$ cat config.mk
export PLATFORM = sky130hd
export DESIGN_NAME = alu_risc_mc
export DESIGN_NICKNAME = d
export VERILOG_FILES = /design/src/rtl/risc_spm_pkg.sv /design/src/rtl/alu_risc_mul_seq.sv /design/src/rtl/alu_risc_mc.sv
export SDC_FILE = /design/constraint.sdc
export NUM_CORES = 1
export LEC_CHECK = 0
export CAP_MARGIN = 20
export CORE_MARGIN = 5
export CORE_UTILIZATION = 30
export CTS_CLUSTER_DIAMETER = 100
export DETAILED_ROUTE_END_ITERATION = 8
export MAX_ROUTING_LAYER = met4
export PLACE_DENSITY_LB_ADDON = 0.25
export SLEW_MARGIN = 5
export SYNTH_ARGS = -nofsm -noshare
export SYNTH_HDL_FRONTEND = slang
export SYNTH_HIERARCHICAL = 1
export SYNTH_SLANG_ARGS = --single-unit
$ cat constraint.sdc
create_clock -name clk -period 0.9 [get_ports clk]
set_input_delay 0.18 -clock clk [delete_from_list [all_inputs] [get_ports clk]]
set_output_delay 0.18 -clock clk [all_outputs]
set_load 0.05 [all_outputs]
$ cat src/rtl/risc_spm_pkg.sv
// risc_spm_pkg
// Declarations shared by the ALU files:
//   - default datapath and opcode widths;
//   - opcode encodings (the legacy set plus the new ALU ops);
//   - the ALU handshake state type.
// Ports: none (package).
package risc_spm_pkg;

  localparam int WORD_SIZE = 8;
  localparam int OP_SIZE   = 4;

  // Legacy encodings, unchanged from the combinational ALU
  localparam logic [3:0] OPC_NOP = 4'b0000;
  localparam logic [3:0] OPC_ADD = 4'b0001;
  localparam logic [3:0] OPC_SUB = 4'b0010;
  localparam logic [3:0] OPC_AND = 4'b0011;
  localparam logic [3:0] OPC_NOT = 4'b0100;

  // New ALU opcodes
  localparam logic [3:0] OPC_MUL = 4'b1001;
  localparam logic [3:0] OPC_OR  = 4'b1010;
  localparam logic [3:0] OPC_XOR = 4'b1011;
  localparam logic [3:0] OPC_SHL = 4'b1100;
  localparam logic [3:0] OPC_SHR = 4'b1101;

  typedef enum logic {
    IDLE    = 1'b0,
    MUL_RUN = 1'b1
  } alu_state_e;

endpackage

$ cat src/rtl/alu_risc_mul_seq.sv
// alu_risc_mul_seq
// Shift-and-add unsigned multiplier: one partial product per clock, word_size steps.
// Ports:
//   clk, rst             clock, asynchronous active-low reset
//   load                 capture operands, clear accumulator and step counter
//   run                  advance one shift-add step this cycle
//   multiplicand         first operand (captured on load)
//   multiplier           second operand (captured on load)
//   product   [2W-1:0]   accumulator value after this cycle's step (combinational)
//   ready                high during the final step; product is complete this cycle
import risc_spm_pkg::*;

module alu_risc_mul_seq #(
  parameter int word_size = WORD_SIZE
) (
  input  logic                     clk,
  input  logic                     rst,
  input  logic                     load,
  input  logic                     run,
  input  logic [word_size-1:0]     multiplicand,
  input  logic [word_size-1:0]     multiplier,
  output logic [2*word_size-1:0]   product,
  output logic                     ready
);

  localparam int CW = $clog2(word_size);

  logic [2*word_size-1:0] acc;
  logic [2*word_size-1:0] mcand;
  logic [2*word_size-1:0] acc_next;
  logic [word_size-1:0]   mplier;
  logic [CW-1:0]          step_cnt;

  // The multiplier is shifted right so bit 0 always selects the current
  // partial product; the multiplicand is shifted left to keep alignment.
  always_comb begin
    acc_next = acc;
    if (mplier[0]) acc_next = acc + mcand;
  end

  // Exposing the post-step sum lets the parent register the final product
  // on the same edge as the last step, with no extra cycle.
  assign product = acc_next;
  assign ready   = run && (step_cnt == CW'(word_size - 1));

  always_ff @(posedge clk or negedge rst) begin
    if (!rst) begin
      acc      <= '0;
      mcand    <= '0;
      mplier   <= '0;
      step_cnt <= '0;
    end else if (load) begin
      acc      <= '0;
      mcand    <= {{word_size{1'b0}}, multiplicand};
      mplier   <= multiplier;
      step_cnt <= '0;
    end else if (run) begin
      acc      <= acc_next;
      mcand    <= mcand << 1;
      mplier   <= mplier >> 1;
      step_cnt <= step_cnt + 1'b1;
    end
  end

endmodule

$ cat src/rtl/alu_risc_mc.sv
// alu_risc_mc
// Registered multi-cycle ALU with a start/busy/done handshake. Single-cycle ops
// complete on the edge that samples start. MUL runs word_size shift-add steps.
// Optional feature macro: ALU_RISC_MC_MUL_EN
//   - defined: the sequential multiplier is built.
//   - undefined: MUL behaves as an undefined opcode.
// Ports:
//   clk, rst                       clock, asynchronous active-low reset
//   start, sel, data_1, data_2     request strobe, opcode, operands (sampled when not busy)
//   alu_out, alu_out_hi            result word, MUL high word (0 for other ops)
//   alu_zero/carry/neg/ovf_flag    registered status flags
//   busy, done                     multiply in progress, one-cycle completion pulse
import risc_spm_pkg::*;

module alu_risc_mc #(
  parameter int                 word_size = WORD_SIZE,
  parameter int                 op_size   = OP_SIZE,
  parameter logic [op_size-1:0] NOP       = op_size'(OPC_NOP),
  parameter logic [op_size-1:0] ADD       = op_size'(OPC_ADD),
  parameter logic [op_size-1:0] SUB       = op_size'(OPC_SUB),
  parameter logic [op_size-1:0] AND       = op_size'(OPC_AND),
  parameter logic [op_size-1:0] NOT       = op_size'(OPC_NOT),
  parameter logic [op_size-1:0] MUL       = op_size'(OPC_MUL),
  parameter logic [op_size-1:0] OR        = op_size'(OPC_OR),
  parameter logic [op_size-1:0] XOR       = op_size'(OPC_XOR),
  parameter logic [op_size-1:0] SHL       = op_size'(OPC_SHL),
  parameter logic [op_size-1:0] SHR       = op_size'(OPC_SHR)
) (
  input  logic                 clk,
  input  logic                 rst,
  input  logic                 start,
  input  logic [op_size-1:0]   sel,
  input  logic [word_size-1:0] data_1,
  input  logic [word_size-1:0] data_2,
  output logic [word_size-1:0] alu_out,
  output logic [word_size-1:0] alu_out_hi,
  output logic                 alu_zero_flag,
  output logic                 alu_carry_flag,
  output logic                 alu_neg_flag,
  output logic                 alu_ovf_flag,
  output logic                 busy,
  output logic                 done
);

  localparam int MSB = word_size - 1;

  logic [word_size:0]   add_w;
  logic [word_size:0]   sub_w;
  logic [word_size-1:0] op_res;
  logic                 op_carry;
  logic                 op_ovf;
  logic                 fire_single;
  logic                 mul_finish;
  logic [word_size-1:0] mul_lo;
  logic                 mul_zero;

  // One extra bit on the adder/subtractor gives carry out and, for
  // data_2 - data_1, a set top bit exactly when data_2 < data_1 (borrow).
  assign add_w = {1'b0, data_1} + {1'b0, data_2};
  assign sub_w = {1'b0, data_2} - {1'b0, data_1};

  always_comb begin
    op_res   = '0;
    op_carry = 1'b0;
    op_ovf   = 1'b0;
    case (sel)
      ADD: begin
        op_res   = add_w[MSB:0];
        op_carry = add_w[word_size];
        op_ovf   = (data_1[MSB] == data_2[MSB]) && (op_res[MSB] != data_1[MSB]);
      end
      SUB: begin
        op_res   = sub_w[MSB:0];
        op_carry = sub_w[word_size];
        op_ovf   = (data_1[MSB] != data_2[MSB]) && (op_res[MSB] != data_2[MSB]);
      end
      AND: op_res = data_1 & data_2;
      OR:  op_res = data_1 | data_2;
      XOR: op_res = data_1 ^ data_2;
      NOT: op_res = ~data_2;
      SHL: begin
        op_res   = data_2 << 1;
        op_carry = data_2[MSB];
      end
      SHR: begin
        op_res   = data_2 >> 1;
        op_carry = data_2[0];
      end
      // MUL never completes through this path when the multiplier is built;
      // without it, MUL yields 0 like NOP and undefined opcodes.
      MUL:     op_res = '0;
      default: op_res = '0;
    endcase
  end

`ifdef ALU_RISC_MC_MUL_EN
  alu_state_e             state;
  alu_state_e             state_next;
  logic                   mul_load;
  logic                   mul_ready;
  logic [2*word_size-1:0] mul_product;
  logic [word_size-1:0]   hi_q;

  always_ff @(posedge clk or negedge rst) begin
    if (!rst) state <= IDLE;
    else      state <= state_next;
  end

  always_comb begin
    state_next = state;
    case (state)
      IDLE:    if (start && (sel == MUL)) state_next = MUL_RUN;
      MUL_RUN: if (mul_ready)             state_next = IDLE;
      default: state_next = IDLE;
    endcase
  end

  // start is only honoured in IDLE, so a strobe during MUL_RUN is dropped.
  always_comb begin
    busy        = 1'b0;
    mul_load    = 1'b0;
    fire_single = 1'b0;
    case (state)
      IDLE: begin
        mul_load    = start && (sel == MUL);
        fire_single = start && (sel != MUL);
      end
      MUL_RUN: busy = 1'b1;
      default: busy = 1'b0;
    endcase
  end

  alu_risc_mul_seq #(.word_size(word_size)) u_mul (
    .clk          (clk),
    .rst          (rst),
    .load         (mul_load),
    .run          (busy),
    .multiplicand (data_1),
    .multiplier   (data_2),
    .product      (mul_product),
    .ready        (mul_ready)
  );

  assign mul_finish = mul_ready;
  assign mul_lo     = mul_product[MSB:0];
  assign mul_zero   = (mul_product == '0);

  always_ff @(posedge clk or negedge rst) begin
    if (!rst)             hi_q <= '0;
    else if (fire_single) hi_q <= '0;
    else if (mul_finish)  hi_q <= mul_product[2*word_size-1:word_size];
  end

  assign alu_out_hi = hi_q;
`else
  assign busy        = 1'b0;
  assign fire_single = start;
  assign mul_finish  = 1'b0;
  assign mul_lo      = '0;
  assign mul_zero    = 1'b0;
  assign alu_out_hi  = '0;
`endif

  // Result and flags only change on a completion; otherwise they hold.
  always_ff @(posedge clk or negedge rst) begin
    if (!rst) begin
      alu_out        <= '0;
      alu_zero_flag  <= 1'b0;
      alu_carry_flag <= 1'b0;
      alu_neg_flag   <= 1'b0;
      alu_ovf_flag   <= 1'b0;
      done           <= 1'b0;
    end else begin
      done <= fire_single | mul_finish;
      if (fire_single) begin
        alu_out        <= op_res;
        alu_zero_flag  <= (op_res == '0);
        alu_carry_flag <= op_carry;
        alu_neg_flag   <= op_res[MSB];
        alu_ovf_flag   <= op_ovf;
      end else if (mul_finish) begin
        alu_out        <= mul_lo;
        alu_zero_flag  <= mul_zero;
        alu_carry_flag <= 1'b0;
        alu_neg_flag   <= mul_lo[MSB];
        alu_ovf_flag   <= 1'b0;
      end
    end
  end

endmodule

* After elaboration in Yosys (flattened, before gate mapping)
Cells that the tools add are included.
** Storage, ports and cells
- Bits in latches :: 0
- Bits of input ports :: 23
- Memories :: 0
- Logic and storage cells :: 30
- Output and inout bits :: 22
- Register bits after elaboration :: 13
- Memory bits (read-only) :: 0
- Memory bits (writable) :: 0
** Operators by class
- Shift operators :: 0
- Add/subtract/negate cells :: 2
- Bitwise logic cells :: 4
- Equal/unequal tests :: 12
- Reductions and logical operators :: 3
- Div/mod/pow operators :: 0
- Muxes and demuxes :: 3
- Multipliers :: 0
- $lt $le $gt $ge :: 0
** Operators by type and width (number)
- $pmux 8 s8 :: 1
- $eq 4x4->1 const B :: 4
- $add 8x8->9 :: 1
- $sub 8x8->9 :: 1
- $and 8x8->8 :: 1
- $eq 4x2->1 const B :: 2
- $logic_not 8->1 :: 1
- $not 8->8 :: 1
- $or 8x8->8 :: 1
- $xor 8x8->8 :: 1
- $eq 4x1->1 const B :: 1
- $eq 4x3->1 const B :: 1
- $pmux 1 s4 :: 1
- $ne 1x1->1 :: 3
- $logic_and 1x1->1 :: 2
- $pmux 1 s2 :: 1
- $eq 1x1->1 :: 1

* Depth between registers and ports, before layout
- Depth after elaboration :: 4
- Gate-level depth with buffers :: 9
- Mapped depth without buffers :: 9

* Worst setup path before layout
No wires, ideal clock.
- Kind :: input to register
- From :: input data_1[2]
- To :: register alu_out[7]
- Cell stages on the path :: 9
- Setup time :: 0.125 ns
- Buffers on the path :: 1
- Arrival :: 1.970 ns
- Setup slack :: -1.195 ns
- Required time :: 0.775 ns
- Cell sequence :: inv_1 > ha_1 > buf_6 > o211ai_2 > o211ai_2 > a21oi_4 > mux2i_1 > or4b_4 > mux2_2
** Between the ends
- Cells in the longest elaborated chain, start to end :: 2
- Elaborated cells between the ends (all ways) :: 3
- Those cells by class :: 2 x add/sub; 1 x mux
** RTL lines
- from (decl) :: RTL line alu_risc_mc.sv:33 : input logic [word_size-1:0] data_1,
- $sub 8x8->9 or $add 8x8->9 (tied branches) :: RTL line alu_risc_mc.sv:60, alu_risc_mc.sv:59
- $pmux 8 s8 (*) :: RTL line alu_risc_mc.sv:66 : case (sel)
- to (signal assigned) :: RTL line alu_risc_mc.sv:176 : alu_out <= op_res;
- to (signal assigned) :: RTL line alu_risc_mc.sv:182 : alu_out <= mul_lo;
- to (decl) :: RTL line alu_risc_mc.sv:35 : output logic [word_size-1:0] alu_out,
Every way passes the cells marked *; elsewhere a longest branch is shown, timed or not.
A chain may end at the register's enable or synchronous reset.

* Worst setup path in the final report
- From :: input data_2[0]
- To :: register alu_out[6]
** Between the ends
- Cells in the longest elaborated chain, start to end :: 2
- Elaborated cells between the ends (all ways) :: 3
- Those cells by class :: 2 x add/sub; 1 x mux
** RTL lines
- from (decl) :: RTL line alu_risc_mc.sv:34 : input logic [word_size-1:0] data_2,
- $sub 8x8->9 or $add 8x8->9 (tied branches) :: RTL line alu_risc_mc.sv:60, alu_risc_mc.sv:59
- $pmux 8 s8 (*) :: RTL line alu_risc_mc.sv:66
Marked as above.

==> qor.txt <==
first-pass GRT wire length: 12600 um
Critical Path RT: 1020 ps
final setup fails: 24
Post-Synth Simple-Gate Area: 23.6%
gr ovfl total: 0
share of layout cells above drive strength 1: 61.6%
asr flop ratio synth: 100%
worst setup margin: -1170 ps
Final Util: 60.8%
commonest non-fill, non-tap cell in the layout: buf_4
synthesized area: 2030 um2
hold buffer count at CTS: 0
largest family of logic cells by synthesized area: compound AO/OA/AOI/OAI gates
Worst R2R End: alu_out[7]
Max Freq: 482 MHz
sequential-to-total area share from yosys stat: 14.8%
cell taking the most area after synthesis: ha_1
FF+latch area: 302 um2
core area: 6680 um2
Die Y: 92.2 um
post-DP HPWL: 5770 um
Area Overhead vs Synth: 101%
largest stage delay on the critical path: 370 ps
initial antenna violation count: 0
Layout fillers: 566
complex-gate fraction of the synthesized area: 25.5%
Crit Path Max Fanout: 3
outcome: finished, violations left
top_reg_cell synth: dfrtp_1
multiplexer share of the synthesized area: 4.63%
number of port buffers: 35
GPL Wtd Cong: 0.987
Static Leak: 1.80 nW
Hold/Removal Path Class: in2async
clk sinks: 12
final worst-path cycle share: 230%
Syn Area/Cell: 7.86 um2
r2r startpoint: alu_out[7]
most frequent cells in the layout: buf_4, buf_6, nor2_1, buf_12, a21oi_1
Num CTS Buffers: 3
Post-Layout Cell Count: 473
Syn Inst Count: 258
post-synthesis register bit count: 12
area of the multi-input gates: 2040 um2
placed inst area: 3330 um2
adder-cell share of the synthesized area: 17.4%
vias in the first global route: 2550
initial core utilization: 30.3%
wire length per cell: 17.2 um
antenna viol nets, final: 0
Clock transition at path regs: 60 ps
die area: 8500 um2
final WL: 8140 um
Critical Path AT: 2200 ps
crit-path cells: buf_12 -> inv_12 -> ha_4 -> fa_2 -> buf_6 -> nor3_4 -> nor3_2 -> o31ai_2 -> o22ai_2 -> a2bb2oi_2 -> mux2_4
row count: 30
Max-Cap Viols: 0
Post-Synth XOR/XNOR Area: 2.16%
RSZ-0062 raised after global routing: true
crit start category: primary input
worst-skew pair later-pin latency: 240 ps
fin nets: 444
vias per cell: 5.20
YS warnings: 6
maximum number of pins on one net before global-route repair: 20
drt pass-1 iters: 4
GRT Util Overall: 18.8%
clk buf depth: 2
flop2flop setup slack: -80 ps
Register-to-Register Path Depth: 2
dpl cells: 441
Crit. End Element: flop
via count: 2461
ranking of synthesized cells by area: ha_1, dfrtp_1, a21oi_1, buf_4, inv_1
Clock H-tree levels: 1
power density cells: 964 nW/um2
failing checks: negative setup slack
CTS tree: yes
Final min period: 2070 ps
initial DRC count: 237
number of enable flip-flop cells after synthesis: 0
Worst VDD drop: 634 uV
I/O pin total: 45
max-slew violations: 0
Clock Root Buffer: clkbuf_8
CP max stage cell: fa_2
Distinct cells, synth: 61
ANT cells: 0
Die X: 92.2 um
Final Hold Violating Endpoints: 0
WS Path Type: in2reg
clock skew: 0 ps
DRC: 0
Design Area, Final: 4070 um2
Yosys top cell area share: 15.4%
==> synth_stat cells (6+ instances only) <==
master	n
nand3b_1	6
inv_1	21
mux2i_1	6
o21ai_0	12
nand2_1	11
nor3_1	8
dfrtp_1	12
buf_4	12
a21oi_1	24
ha_1	25
nor2_1	20
buf_2	8
==> how the worst max path moves through the flow <==
stage	startpoint	to	slack (ps)	cells after the start
finish	data_2[0]	alu_out[6]	-1170	11
global route	data_2[0]	alu_out[6]	-1210	12
CTS	data_2[0]	alu_zero_flag	-1250	12
detailed placement	data_2[0]	alu_zero_flag	-1880	12
global placement	data_2[0]	alu_zero_flag	-1830	12
floorplan	data_2[1]	alu_out[7]	-1060	8
==> timing repair <==
item / in CTS / in global routing
setup endpoints to repair: 24 / 24
resized for setup: 124 / 71
setup buffers: 19 / 14
pin swaps: 36 / 42
gates cloned: 1 / 0
==> cell type report <==
type	instances	share of cell area, %
Clock buffer	4	1.35
Tap cell	80	2.46
Multi-Input combinational cell	208	50.3
Sequential cell	12	7.42
Inverter	21	2.99
Timing Repair Buffer	148	35.5
==> report_power, final <==
part           internal, W  switching [W]  leakage [nW]
clock network     0.000387       0.000209        0.0288
registers         0.000608      0.0000794         0.147
logic              0.00134        0.00129          1.62
total              0.00233        0.00158          1.80
==> metal layers <==
metal,vias to the layer above,track usage (%),wire (um)
li1,1184,-,-
met1,1187,23.5,3440
met2,82,32.0,4200
met3,8,2.71,408
met4,0,4.70,92
met5,-,-,0
==> kinds of logic after synthesis <==
logic type | count (synthesis)
buffers and inverters | 46
multiplexers | 9
other | 1
flip-flops | 12
adder cells (fa/ha/maj) | 27
AO/OA/AOI/OAI | 75
XOR/XNOR | 5
AND/OR/NAND/NOR | 83
==> sequential cells by signal, summed over array words and instances, names as in the netlist <==
signal	cells
alu_out	8
alu_carry_flag	1
alu_ovf_flag	1
alu_zero_flag	1
done	1
==> per-stage QoR <==
step           TNS (ps)  power, W  hold slack [ps]  setup slack [ps]
2_1_floorplan     -7760   0.00183             -116             -1060
3_3_place_gp     -16780   0.00276              517             -1830
3_5_place_dp     -17190   0.00279              518             -1880
4_1_cts          -11270   0.00370              257             -1250
5_1_grt          -11250   0.00410              270             -1210
6_report         -10500   0.00392              259             -1170
==> worst max-delay path: cells and delay by family <==
family / cells / cell delay [ps]
AOI/OAI and AO/OA: 3 / 660
adders and majority gates: 2 / 520
and+or+nand+nor: 2 / 290
buffers and inverters: 3 / 270
muxes: 1 / 260
Power figures use the tool's default switching activity.
